==> src/rtl/hp_pkg.sv <==
// hp_pkg: shared classes, exception indices, canonical constants and FSM states for the hp float units
package hp_pkg;
  localparam int NTYPES      = 6;
  localparam int NEXCEPTIONS = 3;
  localparam int QNAN      = 0;
  localparam int SNAN      = 1;
  localparam int INFINITY  = 2;
  localparam int ZERO      = 3;
  localparam int SUBNORMAL = 4;
  localparam int NORMAL    = 5;
  localparam int INVALID   = 0;
  localparam int INEXACT   = 1;
  localparam int UNDERFLOW = 2;
  localparam logic [15:0] BF16_NAN  = 16'h7FC0;
  localparam logic [15:0] BF16_INF  = 16'h7F80;
  localparam logic [15:0] BF16_ZERO = 16'h0000;
  typedef enum logic [2:0] {IDLE, ALIGN, SUB, NORM, ROUND, DONE} state_t;
endpackage

==> src/rtl/hp_class.sv <==
// hp_class: one-hot class of an hp magnitude (sign excluded)
//   x    in   NEXP+NSIG   {exp, frac}
//   cls  out  NTYPES      one-hot QNAN/SNAN/INFINITY/ZERO/SUBNORMAL/NORMAL
module hp_class import hp_pkg::*; #(
  parameter int NEXP = 8,
  parameter int NSIG = 7
) (
  input  logic [NEXP+NSIG-1:0] x,
  output logic [NTYPES-1:0]    cls
);
  logic [NEXP-1:0] ex;
  logic [NSIG-1:0] fr;
  logic emax, ez, fz;
  always_comb begin
    ex = x[NEXP+NSIG-1:NSIG];
    fr = x[NSIG-1:0];
    emax = &ex;
    ez = ~|ex;
    fz = ~|fr;
    cls = '0;
    cls[QNAN] = emax & fr[NSIG-1];
    cls[SNAN] = emax & ~fz & ~fr[NSIG-1];
    cls[INFINITY] = emax & fz;
    cls[ZERO] = ez & fz;
    cls[SUBNORMAL] = ez & ~fz;
    cls[NORMAL] = ~emax & ~ez;
  end
endmodule

==> src/rtl/hp_sub.sv <==
// hp_sub: multi-cycle effective subtraction s = a + b with sign(b) taken as ~sign(a), RNE
//   clk, rst             clock, synchronous active-high reset
//   in_valid/in_ready    operand handshake (ready only when idle)
//   a, b                 operands, W bits each
//   out_valid/out_ready  result handshake, result held until accepted
//   s                    result word
//   bfFlags              one-hot result class
//   exception            INVALID / INEXACT / UNDERFLOW for the last op
module hp_sub import hp_pkg::*; #(
  parameter int NEXP = 8,
  parameter int NSIG = 7
) (
  input  logic                   clk,
  input  logic                   rst,
  input  logic                   in_valid,
  output logic                   in_ready,
  input  logic [NEXP+NSIG:0]     a,
  input  logic [NEXP+NSIG:0]     b,
  output logic                   out_valid,
  input  logic                   out_ready,
  output logic [NEXP+NSIG:0]     s,
  output logic [NTYPES-1:0]      bfFlags,
  output logic [NEXCEPTIONS-1:0] exception
);
  localparam int W = NEXP+NSIG+1;
  localparam int M = NSIG+4;
  localparam int SW = NSIG+2;
  localparam logic [W-1:0] CNAN = {1'b0, {NEXP{1'b1}}, 1'b1, {(NSIG-1){1'b0}}};
  state_t st;
  logic [NTYPES-1:0] ca, cb, sp_f;
  logic [W-1:0] ra, beff, sp_s;
  logic [W-2:0] rb;
  logic sgn, nan, invalid, special, swap, up, inexact, sub, sign_b_unused;
  logic [NEXP-1:0] e, efa, efb, ea, eb, d, re;
  logic [M-1:0] m, sm, ma, mb, msm, msh, diff, nm;
  logic [SW-1:0] sum;
  logic [NSIG:0] rsig;
  assign sign_b_unused = b[W-1];
  assign in_ready = st == IDLE;
  hp_class #(.NEXP(NEXP), .NSIG(NSIG)) u_ca (.x(a[W-2:0]), .cls(ca));
  hp_class #(.NEXP(NEXP), .NSIG(NSIG)) u_cb (.x(b[W-2:0]), .cls(cb));
  function automatic logic need(input logic [M-1:0] x, input logic [NEXP-1:0] ex);
    return !x[M-1] && ex > NEXP'(1);
  endfunction
  always_comb begin
    beff = {~a[W-1], b[W-2:0]};
    nan = ca[QNAN] | ca[SNAN] | cb[QNAN] | cb[SNAN] | (ca[INFINITY] & cb[INFINITY]);
    invalid = ca[SNAN] | cb[SNAN] | (ca[INFINITY] & cb[INFINITY]);
    special = nan | ca[INFINITY] | cb[INFINITY] | ca[ZERO] | cb[ZERO];
    sp_s = nan ? CNAN : ca[INFINITY] ? a : cb[INFINITY] ? beff :
           (ca[ZERO] & cb[ZERO]) ? '0 : ca[ZERO] ? beff : a;
    sp_f = nan ? (NTYPES'(1) << QNAN) : (ca[INFINITY] | cb[INFINITY]) ? (NTYPES'(1) << INFINITY) :
           ca[ZERO] ? cb : ca;
    efa = ra[W-2:NSIG];
    efb = rb[W-2:NSIG];
    ea = efa == '0 ? NEXP'(1) : efa;
    eb = efb == '0 ? NEXP'(1) : efb;
    ma = {|efa, ra[NSIG-1:0], 3'b000};
    mb = {|efb, rb[NSIG-1:0], 3'b000};
    swap = rb > ra[W-2:0];
    msm = swap ? ma : mb;
    d = swap ? eb - ea : ea - eb;
    // bits pushed past the S position are ORed into S
    msh = d >= NEXP'(M-1) ? M'(|msm) : (msm >> d) | M'(|(msm & ~({M{1'b1}} << d)));
    diff = m - sm;
    nm = {m[M-2:0], m[0]};
    up = m[2] & (m[1] | m[0] | m[3]);
    sum = {1'b0, m[M-1:3]} + SW'(up);
    rsig = sum[SW-1] ? sum[SW-1:1] : sum[NSIG:0];
    re = e + NEXP'(sum[SW-1]);
    inexact = |m[2:0];
    sub = !rsig[NSIG];
  end
  always_ff @(posedge clk) begin
    if (rst) begin
      st <= IDLE;
      out_valid <= 1'b0;
      s <= '0;
      bfFlags <= '0;
      exception <= '0;
    end else begin
      case (st)
        IDLE: if (in_valid) begin
          ra <= a;
          rb <= b[W-2:0];
          if (special) begin
            s <= sp_s;
            bfFlags <= sp_f;
            exception <= NEXCEPTIONS'(invalid) << INVALID;
            out_valid <= 1'b1;
            st <= DONE;
          end else st <= ALIGN;
        end
        ALIGN: begin
          sgn <= swap ? ~ra[W-1] : ra[W-1];
          e <= swap ? eb : ea;
          m <= swap ? mb : ma;
          sm <= msh;
          st <= SUB;
        end
        SUB: begin
          m <= diff;
          if (diff == '0) begin
            s <= '0;
            bfFlags <= NTYPES'(1) << ZERO;
            exception <= '0;
            out_valid <= 1'b1;
            st <= DONE;
          end else st <= need(diff, e) ? NORM : ROUND;
        end
        NORM: begin
          m <= nm;
          e <= e - NEXP'(1);
          st <= need(nm, e - NEXP'(1)) ? NORM : ROUND;
        end
        ROUND: begin
          s <= {sgn, sub ? NEXP'(0) : re, rsig[NSIG-1:0]};
          bfFlags <= sub ? (NTYPES'(1) << SUBNORMAL) : (NTYPES'(1) << NORMAL);
          exception <= (NEXCEPTIONS'(inexact) << INEXACT) | (NEXCEPTIONS'(inexact & sub) << UNDERFLOW);
          out_valid <= 1'b1;
          st <= DONE;
        end
        DONE: if (out_ready) begin
          out_valid <= 1'b0;
          st <= IDLE;
        end
        default: st <= IDLE;
      endcase
    end
  end
endmodule

==> config.mk <==
export PLATFORM = sky130hd
export DESIGN_NAME = hp_sub
export DESIGN_NICKNAME = d
export VERILOG_FILES = /design/src/rtl/hp_pkg.sv /design/src/rtl/hp_class.sv /design/src/rtl/hp_sub.sv
export SDC_FILE = /design/constraint.sdc
export NUM_CORES = 1
export LEC_CHECK = 0
export CORE_AREA = 2 2 112 114
export CTS_BUF_LIST = sky130_fd_sc_hd__clkbuf_8
export CTS_CLUSTER_DIAMETER = 100
export DETAILED_ROUTE_END_ITERATION = 8
export DIE_AREA = 0 0 114 116
export GPL_ROUTABILITY_DRIVEN = 0
export PLACE_DENSITY = 0.81
export RECOVER_POWER = 100
export SKIP_CTS_REPAIR_TIMING = 1
export SYNTH_ARGS = -nofsm -noshare
export SYNTH_HDL_FRONTEND = slang
export SYNTH_HIERARCHICAL = 1
export SYNTH_SLANG_ARGS = --single-unit
==> constraint.sdc <==
create_clock -name clk -period 8.9 [get_ports clk]
set_input_delay 1.78 -clock clk [delete_from_list [all_inputs] [get_ports clk]]
set_output_delay 1.78 -clock clk [all_outputs]
set_load 0.1 [all_outputs]
==> impl_metrics.json <==
{
  "run_status": "finished, violations left",
  "violations": "max-capacitance violations, max-slew violations",
  "r2r_cells": 11,
  "synth_area_leaders": "edfxtp_1 26%, dfxtp_1 8.2%, ha_1 8.0%",
  "worstReg2RegEnd": "sm[0]$_DFFE_PP_",
  "r2r_start": "rb[12]$_DFFE_PP_",
  "ir_drop_v": 0.000152,
  "die_x_um": 114,
  "ios": 63,
  "grt_pass1_wl_um": 31700,
  "die-area_um2": 13200,
  "post-place-ws_ns": 3.46,
  "synthCells": 791,
  "hold_viol": 0,
  "min_to": "bfFlags[2]$_SDFFE_PP0P_",
  "cts_root_buf": "clkbuf_8",
  "final_cell_mix": "79 x nor2_1, 62 x edfxtp_1, 59 x dlygate4sd3_1",
  "holdPathStages": 2,
  "worst_ep_arrival_time_ns": 6.01,
  "antenna_cells": 0,
  "overflow": 0,
  "rows": 40,
  "crit_chain": "ha_1, nand4_1, nor2_1, a311oi_1, a31oi_1, clkbuf_1, mux2i_1, xnor2_1, o21ai_0, o211ai_1, o22a_1",
  "syn_area_per_cell_um2": 8.92,
  "setup_tns_ns": 0,
  "final_common_cell": "nor2_1",
  "cp-start-kind": "register",
  "syn_to_final_growth_pct": 11.9,
  "via_per_inst": 6.66,
  "num-fill-cells": 951,
  "criticalPathCategory": "reg2reg",
  "drv_slew": 74,
  "cp_max_fo": 41,
  "wl_per_cell_um": 20.5,
  "rsz0062_at_grt": "no",
  "layout-drive-gt1-share": 0.0547,
  "antenna_found_initial": 0,
  "synth_flop_cell": "edfxtp_1",
  "setup_viol": 0,
  "drt-pass1-iter-count": 5,
  "fmax_mhz": 174,
  "finalCriticalPeriod_ns": 5.75,
  "io_buffers": 61,
  "drv_cap": 2,
  "synthDistinctLibCells": 68,
  "postRouteWirelength_um": 19800,
  "htreeDepth": 3,
  "clk_pin_slew_ns": 0.10,
  "num_vias": 6460,
  "cp-end-kind": "register",
  "synth.yosys.warnings": 6,
  "hold_class": "reg2reg",
  "die_h_um": 116,
  "grt_usage": 0.307,
  "start_util": 0.592,
  "synth-seq-cells": 91,
  "cts.sinks": 91,
  "synthArstFlopShare": 0,
  "required_ns": 9.15,
  "cts_tree": "done",
  "fin_nets": 902,
  "hpwl_um": 15200,
  "post-route-worst-setup-slack_ns": 3.15,
  "cp_slowest_cell": "clkbuf_1",
  "hold_path.startpoint": "bfFlags[2]$_SDFFE_PP0P_",
  "syn_nets": 875,
  "r2r_setup_slack_ns": 3.15,
  "synth_top_area_share": 0.264,
  "synth_top_area_cell": "edfxtp_1",
  "grt_max_degree": 42,
  "slowest_delay_ns": 1.54,
  "seq_area_frac_synth": 0.346,
  "drc_errors": 0,
  "skew_ns": 0.0141,
  "drtIter0Drc": 595,
  "fin_crit_sh": 0.647,
  "synthesis.area_um2": 7060,
  "leakage_nw": 3.20,
  "design.core.area_um2": 11900,
  "clockBufferDepth": 2,
  "cellPowerDensity_nw_per_um2": 182,
  "synth_edf_count": 62,
  "drtAntennaViolNets": 0,
  "cts_buffers": 9,
  "slew_headroom": -0.364,
  "worst_pin_slew_ns": 2.05,
  "grt_pass1_vias": 6256,
  "clock_latency_ns": 0.39
}
[where the power goes]
| group | internal (mW) | leakage, nW | switching [mW] | total [mW] |
|---|---|---|---|---|
| clock | 0.175 | 0.116 | 0.154 | 0.329 |
| sequential | 0.501 | 0.808 | 0.0428 | 0.543 |
| combinational | 0.196 | 2.27 | 0.372 | 0.568 |
[layout make-up]
cell class | count | area [um2] | area share
sequential | 91 | 2440 | 0.309
multi-input combinational | 591 | 4170 | 0.529
tap | 147 | 184 | 0.0233
timing repair buffer | 67 | 644 | 0.0816
inverter | 58 | 218 | 0.0276
clock inverter | 5 | 82.6 | 0.0105
clock buffer | 11 | 151 | 0.0192
[worst max-delay path: cells and delay by family, from the launching register on]
family                     cells  cell delay [ns]
adders and majority gates      1             0.35
muxes                          1             0.35
and+or+nand+nor                2             0.37
buffers and inverters          1             1.54
AOI/OAI and AO/OA              5             1.78
xor gates and xnor gates       1             0.73
DFF                            1             0.50
[cell families after synthesis]
family | synth area share
buffers and inverters | 0.0606
xor gates and xnor gates | 0.0422
DFF | 0.346
adders and majority gates | 0.0883
AOI/OAI and AO/OA | 0.204
muxes | 0.0667
and+or+nand+nor | 0.193
[stage by stage]
step / instance area, um2 / total power [mW] / hold slack (ns) / util / std cells
after global routing: 7900 / 1.50 / 0.487 / 0.663 / 970
final: 7900 / 1.44 / 0.473 / 0.663 / 970
after floorplan: 7060 / 0.964 / 0.540 / - / 791
after detailed placement: 7700 / 1.11 / 0.464 / 0.647 / 954
after global placement: 7700 / 1.09 / 0.456 / 0.647 / 954
after CTS: 7940 / 1.44 / 0.477 / 0.666 / 970
[Yosys cell counts, types with 7 or more instances]
library cell / n
a211oi_1: 14
a21o_1: 14
a21oi_1: 53
a221oi_1: 9
a22oi_1: 8
and2_1: 7
and3_1: 7
clkbuf_1: 39
dfxtp_1: 29
edfxtp_1: 62
ha_1: 45
inv_1: 58
mux2i_1: 29
nand2_1: 40
nand2b_1: 7
nand3_1: 24
nand4_1: 13
nor2_1: 78
nor3_1: 20
nor4_1: 11
o21a_1: 8
o21ai_0: 35
o22a_1: 15
o22ai_1: 12
xnor2_1: 17
xor2_1: 17
[routing by layer]
| layer | track usage | part of all wire |
|---|---|---|
| met2 | 0.537 | 0.49 |
| met5 | 0 | 0 |
| met3 | 0.0507 | 0.065 |
| met1 | 0.386 | 0.41 |
| met4 | 0.114 | 0.035 |
[worst max path at each step]
| stage | startpoint | endpoint | slack (ns) | cells after the start |
|---|---|---|---|---|
| after floorplan | st[0]$_SDFFE_PP0P_ | in_ready | 4.29 | 3 |
| after global placement | a[1] | s[11]$_SDFFE_PP0P_ | 3.59 | 12 |
| after detailed placement | a[1] | s[13]$_SDFFE_PP0P_ | 3.46 | 12 |
| after CTS | a[1] | s[10]$_SDFFE_PP0P_ | 3.84 | 12 |
| after global routing | rb[13]$_DFFE_PP_ | sm[0]$_DFFE_PP_ | 2.68 | 11 |
| final | rb[12]$_DFFE_PP_ | sm[0]$_DFFE_PP_ | 3.15 | 11 |
[state kept, by name (all words and copies together) (netlist names)]
signal,cells
ra,16
e,8
st,3
out_valid,1
exception,3
sm,11
s,16
rb,15
m,11
bfFlags,6
sgn,1
(Power assumes the default switching activity.)
==> RTL edit (same flow settings) <==
`NEXCEPTIONS`: 3 -> 6.
--- a/src/rtl/hp_pkg.sv
+++ b/src/rtl/hp_pkg.sv
@@ -3,3 +3,3 @@
   localparam int NTYPES      = 6;
-  localparam int NEXCEPTIONS = 3;
+  localparam int NEXCEPTIONS = 6;
   localparam int QNAN      = 0;
Ports: changed (resized exception); port bits go from 63 to 66. No check against the original RTL was run, so the function may have changed too.
==> RTL edit against the unedited design <==
- the flow still finishes with violations (max-capacitance violations, max-slew violations)
- worst hold slack better by 0.0026 ns
- clock power down 7.3%
- via count up 0.73%
- sequential cell count unchanged
- cell area down 0.81%
- total power down 7.8%
- area after synthesis down 0.48%
- synthesized cell count up 0.38%
- sequential power down 2%
- setup slack better by 0.055 ns
- die area unchanged
- routed wire length down 2.4%
- combinational power down 14%
- highest routed layer unchanged
==> RTL edit: results (changes against the unedited design) <==
status: "finished, violations left"
failed_checks: "max-capacitance violations, max-slew violations"
drt-total-wl_um: 19400  # -2.4%
wl_met1_um: 7830  # -3.7%
async_flop_share_pct: 0  # unchanged
p_sw_share_pct: 38.9  # -0.60 points
ir_worst_vdd_mv: 0.121  # -20%
synth.distinct_cells: 75  # +10%
drive_gt1_share_pct: 4.83  # -0.64 points
cp_max_fo: 46  # +12%
cp_slowest_cell: "clkbuf_1"
synthCells: 794  # +0.38%
maxSlewViolCount: 79  # +6.8%
wl_met3_um: 1830  # +41%
arrival_ns: 5.81  # -0.20 ns
ys_seq_area_share_pct: 34.8  # +0.17 points
placedInstanceArea_um2: 7660  # -0.58%
power.leakage_uw: 0.00301  # -5.9%
reg2reg_slack_ns: 3.20  # +0.05 ns
routed_via_density: 6.67  # +0.21%
path_clk_slew_ns: 0.09
clock_skew_ns: 0.0200  # +0.00588 ns
routed-wl-met2_um: 9250  # -4.8%
drt_iter0_markers: 745  # +25%
overflow: 0  # unchanged
root_buffer: "clkbuf_8"
hold_class: "flop to flop"
whs_ns: 0.476  # +0.00257 ns
grt_pass1_vias: 6104  # -2.4%
nets: 907  # +0.55%
critical_path.top_delay_family: "buffers and inverters"
cts.htree.levels: 3  # unchanged
grt_util_all_layers_pct: 29.6  # -1.1 points
antenna_cells: 0  # unchanged
clk_latency_ns: 0.39  # about the same
place_hpwl_um: 14900  # -1.9%
worst_pin_slew_ns: 2.48  # +0.430 ns
synth_area_leaders: "edfxtp_1, dfxtp_1, ha_1"
layoutNonFillerInstCount: 975  # +0.52%
antenna_found_initial: 0  # unchanged
drtPass1Iterations: 7  # +2
drv_cap: 2  # unchanged
cts-buffers-inserted: 9  # unchanged
slowest_delay_ns: 1.77  # +0.23 ns
grt_max_degree: 47  # +12%
highest_layer: "met4"
grt_first_pass_wirelength_um: 30800  # -2.8%
synthTopCellsByCount: "nor2_1, a21oi_1, edfxtp_1"
place_inst: 959  # +0.52%
[RTL edit: area by class of cell]
class	count	area (µm²)
sequential	91	2440
inverter	59	221
multi-input combinational	596	4150
clock buffer	9	124
clock inverter	7	83.8
tap	147	184
fill	978	4080
timing repair buffer	66	629
[RTL edit: final timing paths]
| check | startpoint | endpoint | depth (start not counted) |
|---|---|---|---|
| worst max-delay path | ra[13] | sm[2] | 11 |
| worst min register to register | s[4] | s[4] | 2 |
| worst max register to register | ra[13] | sm[2] | 11 |
| worst min-delay path | s[4] | s[4] | 2 |
[RTL edit: power by group through the flow]
| stage | sequential [µW] | combinational [µW] | clock, µW |
|---|---|---|---|
| after floorplan | 603 | 301 | 0 |
| after global placement | 539 | 472 | 0 |
| after detailed placement | 541 | 488 | 0 |
| after CTS | 532 | 491 | 304 |
| after global routing | 538 | 529 | 320 |
| final | 534 | 489 | 305 |
[RTL edit: logic make-up (layout without fill, tap and decap cells)]
logic type                 after synthesis  count (layout)  synth area share (%)
and+or+nand+nor                        247             247                  17.6
buffers and inverters                  109             141                  6.27
muxes                                   36              36                  6.40
adders and majority gates               48              48                  8.87
AOI/OAI and AO/OA                      233             233                  22.4
xor gates and xnor gates                29              29                  3.62
other                                    1               3                0.0534
DFF                                     91              91                  34.8
[RTL edit: routing by layer]
metal	global-route usage, %	vias to the layer above
li1	-	3020
met1	39.8	3120
met2	48.5	327
met3	5.60	40
met4	10.0	0
met5	0	-
[RTL edit: stage by stage]
step | util (%) | setup WS [ns]
after floorplan | - | 4.30
after global placement | 64.3 | 3.98
after detailed placement | 64.3 | 3.84
after CTS | 66.0 | 4.02
after global routing | 65.8 | 2.75
final | 65.8 | 3.20
